===== src/rtl/fifo_pkg.sv =====
// Shared constants and helpers for the asynchronous FIFO write/read domain blocks.
package fifo_pkg;

  localparam int DATASIZE = 8;
  localparam int ADDRSIZE = 4;

  // Ceiling log2, usable in constant (parameter) expressions.
  function automatic int clog2(input int value);
    int res;
    res = 0;
    for (int i = 0; i < 31; i++) begin
      if ((1 << i) < value) res = i + 1;
    end
    return res;
  endfunction

endpackage


===== src/rtl/fifo_rd_skid_buf.sv =====
// Circular output buffer for the FIFO read side: registered storage, wrap-around
// pointers and an occupancy counter, head word presented combinationally.
module fifo_rd_skid_buf
  import fifo_pkg::*;
#(
  parameter int DATASIZE  = fifo_pkg::DATASIZE,
  parameter int BUF_DEPTH = 2
) (
  input  logic                        rclk,
  input  logic                        r_rst,
  input  logic                        wr_en,
  input  logic [DATASIZE-1:0]         wr_data,
  input  logic                        rd_en,
  output logic                        rd_valid,
  output logic [DATASIZE-1:0]         rd_data,
  output logic [clog2(BUF_DEPTH):0]   occupancy
);

  localparam int PW = clog2(BUF_DEPTH);
  localparam int OW = PW + 1;

  logic [DATASIZE-1:0] r_mem [BUF_DEPTH];
  logic [PW-1:0]       r_wr_ptr;
  logic [PW-1:0]       r_rd_ptr;
  logic [OW-1:0]       r_occ;
  logic                w_rd;

  assign rd_valid  = (r_occ != '0);
  assign w_rd      = rd_en & rd_valid;
  assign rd_data   = r_mem[r_rd_ptr];
  assign occupancy = r_occ;

  // BUF_DEPTH is a power of two, so pointers wrap naturally at PW bits.
  always_ff @(posedge rclk) begin
    if (r_rst) begin
      r_wr_ptr <= '0;
      r_rd_ptr <= '0;
      r_occ    <= '0;
    end else begin
      if (wr_en) r_wr_ptr <= r_wr_ptr + PW'(1);
      if (w_rd)  r_rd_ptr <= r_rd_ptr + PW'(1);
      case ({wr_en, w_rd})
        2'b10:   r_occ <= r_occ + OW'(1);
        2'b01:   r_occ <= r_occ - OW'(1);
        default: r_occ <= r_occ;
      endcase
    end
  end

  always_ff @(posedge rclk) begin
    if (wr_en && !r_rst) r_mem[r_wr_ptr] <= wr_data;
  end

endmodule


===== src/rtl/fifo_rd_prefetch.sv =====
// Read-side consumer of the async FIFO: pops the RAM ahead of demand and presents
// a first-word-fall-through stream, sustaining one word per rclk.
module fifo_rd_prefetch
  import fifo_pkg::*;
#(
  parameter int DATASIZE  = fifo_pkg::DATASIZE,
  parameter int BUF_DEPTH = 2
) (
  input  logic                      rclk,
  input  logic                      r_rst,
  input  logic                      empty,
  output logic                      rinc,
  input  logic [DATASIZE-1:0]       rdata,
  output logic                      m_valid,
  output logic [DATASIZE-1:0]       m_data,
  input  logic                      m_ready,
  output logic [clog2(BUF_DEPTH):0] occupancy
);

  localparam int CW = clog2(BUF_DEPTH) + 2;

  // Handshake: a word transfers on any rclk edge where m_valid & m_ready; while
  // m_valid & ~m_ready, m_valid and m_data hold; m_ready is ignored when m_valid=0.
  logic          r_infl;
  logic          w_deq;
  logic          w_pop;
  logic [CW-1:0] w_credit;

  assign w_deq = m_valid & m_ready;

  // Words committed to the buffer after this edge; one extra bit so it never wraps.
  assign w_credit = CW'(occupancy) + CW'(r_infl) - CW'(w_deq);
  assign rinc     = ~r_rst & ~empty & (w_credit < CW'(BUF_DEPTH));
  assign w_pop    = rinc & ~empty;

  // RAM read latency is one cycle, so the popped word is captured one edge later.
  always_ff @(posedge rclk) begin
    if (r_rst) r_infl <= 1'b0;
    else       r_infl <= w_pop;
  end

  fifo_rd_skid_buf #(
    .DATASIZE  (DATASIZE),
    .BUF_DEPTH (BUF_DEPTH)
  ) u_buf (
    .rclk      (rclk),
    .r_rst     (r_rst),
    .wr_en     (r_infl),
    .wr_data   (rdata),
    .rd_en     (w_deq),
    .rd_valid  (m_valid),
    .rd_data   (m_data),
    .occupancy (occupancy)
  );

endmodule


===== config.mk =====
export PLATFORM = sky130hd
export DESIGN_NAME = fifo_rd_prefetch
export DESIGN_NICKNAME = d
export VERILOG_FILES = /design/src/rtl/fifo_pkg.sv /design/src/rtl/fifo_rd_skid_buf.sv /design/src/rtl/fifo_rd_prefetch.sv
export SDC_FILE = /design/constraint.sdc
export NUM_CORES = 1
export LEC_CHECK = 0
export CAP_MARGIN = 30
export CORE_UTILIZATION = 49
export DETAILED_ROUTE_END_ITERATION = 8
export GPL_TIMING_DRIVEN = 1
export PLACE_DENSITY = 0.92
export SLEW_MARGIN = 20
export SYNTH_ARGS = -nofsm -noshare
export SYNTH_HDL_FRONTEND = slang
export SYNTH_SLANG_ARGS = --single-unit

===== constraint.sdc =====
create_clock -name rclk -period 5.8 [get_ports rclk]
set_input_delay 0.87 -clock rclk [delete_from_list [all_inputs] [get_ports rclk]]
set_output_delay 0.87 -clock rclk [all_outputs]
set_load 0.005 [all_outputs]

==> run metrics <==
antenna diode count 0; DRC 0; unrepaired setup endpoints after global routing false; die width roughly 44 um; Required @ worst endpoint slightly below 5 ns; via count between 500 and 600; all-layer global routing usage roughly 17%; vias per inst a little over 5; most common cell after layout, fill and taps aside clkdlybuf4s50_1; Setup TNS 0 ns; first-pass iteration count of the detailed router 4; TritonCTS Buffers 3; Post-CTS Setup Inserts 0; Flop pwr share between 40% and 50%; GPL Wtd Cong between 0.6 and 0.7; critical path startpoint category primary input; NetSw approximately 0.14 mW; Peak VDD IR approximately 320 uV; HPWL after DPL about 1100 um; sequential share of the synthesized area between 60% and 70%; die height between 40 and 50 um; post-synthesis register bit count 22; Clock power frac between 20% and 30%; Final Hold Viols 0; fmax between 200 and 250 MHz; core area 0.00159 sq mm; Worst R2R Path Depth 6; Post-Syn Area between 800 and 900 sq um; most used cell, CP clkdlybuf4s50_1; Final Cycle Share a little over 70%; # nets final a little under 100; CTS tree done; Starting DRT DRC Count 5; FP Rows 14; yosys warns 0; port buffer count 23; clock latency on the worst-skew pair ~0.30 ns; hold buffer count at CTS 0; outcome completed; layout cells sized above 1 18.3%; Top Ports 24; MaxCap Viol Count 0; Avg Inst Size Synth ~16 sq um; Post-DRT Antenna Nets 0; P_int 0.385 mW; crit-path max cell delay between 0.5 and 0.6 ns; final core utilization between 70% and 80%; buffers and inverters on the worst path 2; sw frac 26.1%; Slew Limit Fails 0; CP Max Fanout 3; Leak approximately 0.41 nW; Hold WC Path Type reg2reg; final setup fails 0; logic depth of the worst path, buffers included 8; crit-path cells clkdlybuf4s50_1 -> o21a_2 -> ha_1 -> nand2b_1 -> fa_1 -> xor2_1 -> nor4b_1 -> clkdlybuf4s50_1; Slowest-stage cell, CP clkdlybuf4s50_1; first-pass GRT wire length between 2000 and 2500 um; critical setup path kind in2out; Slew @ Worst Pin between 0.6 and 0.7 ns; Setup crit end kind primary output; H-tree depth reported by CTS 1; Root Driver clkbuf_4; CTS Sinks 22; Post-Route WL between 1000 and 1500 um; combinational share of power a little over a third; Place WS 1.66 ns; Tmin final a little over 4 ns; number of global-route vias before repair 526; Top delay family on crit path buffers and inverters; WL/cell about 13 um; maximum number of pins on one net before global-route repair 14; library cells used by synthesis 20; clk buf depth 2; clock-pin slew on the worst setup and hold paths between 0.1 and 0.15 ns; syn nets slightly above 70; CP arrival approximately 3.2 ns; total congestion overflow 0; initial antenna violation count 0; commonest cells after routing, fill and taps aside clkdlybuf4s50_1 (23), edfxtp_1 (16), mux2_2 (8); Layout area overhead 35.8%; die area 0.00197 sq mm; WHS Path Cells 2; relative slew slack between 50% and 60%; CTS resizes 0; PD cells ~440 mW/mm^2; cell count after synthesis 56; clock skew around 0.0047 ns; Initial Utilization roughly 55%; PnR worst setup slack between 1.5 and 2 ns
synthesized netlist by cell type (all sizes together):
cell type,n,area (sq um)
o21ai,1,5.00
nor2,4,15.0
clkbuf,1,3.75
a21oi,1,5.00
xnor2,3,26.3
xor2,2,17.5
fa,1,20.0
mux2,8,90.1
edfxtp,16,480
ha,2,25.0
o21a,1,8.76
nor3b,1,7.51
or2,1,6.26
buf,1,5.00
nand2b,1,6.26
nor4b,2,17.5
nor3,1,5.00
or3,1,6.26
inv,2,7.51
dfxtp,6,120
power by group through the flow:
stage	registers, mW	clock network (mW)	logic (mW)
after floorplan	0.218	0	0.108
after global routing	0.229	0.120	0.200
after global placement	0.228	0	0.174
after CTS	0.225	0.116	0.185
after detailed placement	0.228	0	0.184
final	0.224	0.113	0.183
worst min-delay path: cells and delay by family (launching register included):
| family | cells | cell delay, ns |
|---|---|---|
| xor gates and xnor gates | 1 | 0.13 |
| DFF | 1 | 0.34 |
| and+or+nand+nor | 1 | 0.03 |
state kept, by name, indices dropped and copies added (netlist names), named ones only:
name,count
u_buf.occupancy,2
u_buf.r_wr_ptr,1
r_infl,1
u_buf.r_mem,16
u_buf.r_rd_ptr,1
layer usage:
| metal | track usage, % | wire length [um] | vias up |
|---|---|---|---|
| met5 | 0 | 0 | - |
| met4 | 9.09 | 30 | 0 |
| met3 | 6.12 | 117 | 5 |
| met2 | 30.6 | 799 | 25 |
| met1 | 15.6 | 474 | 255 |
| li1 | - | - | 252 |
logic make-up after synthesis:
family	synth area share, %
adder cells (fa/ha/maj)	5.13
flip-flops	68.4
AO/OA/AOI/OAI	2.14
buffers and inverters	1.85
multiplexers	10.3
AND/OR/NAND/NOR	7.27
XOR/XNOR	4.99
worst paths after layout:
check,startpoint,end,slack [ns]
setup / recovery,m_ready,rinc,1.69
hold / removal,r_infl,u_buf.r_wr_ptr,0.54
setup reg to reg,u_buf.occupancy[1],r_infl,3.87
hold reg to reg,r_infl,u_buf.r_wr_ptr,0.54
final cells by class:
class / count / area (sq um)
Sequential cell: 22 / 601
Multi-Input combinational cell: 30 / 267
Tap cell: 24 / 30.0
Clock buffer: 3 / 22.5
Timing Repair Buffer: 24 / 235
Inverter: 2 / 7.51
Clock inverter: 1 / 30.0
Fill cell: 105 / 402
through the flow:
step                power, mW  hold slack [ns]  cells  cell area, sq um
floorplan               0.326            0.480     56               878
global placement        0.402            0.514    101              1130
detailed placement      0.412            0.523    102              1140
CTS                     0.526            0.541    106              1190
global route            0.550            0.579    106              1190
finish                  0.521            0.538    106              1190
Power figures use the tool's default switching activity.
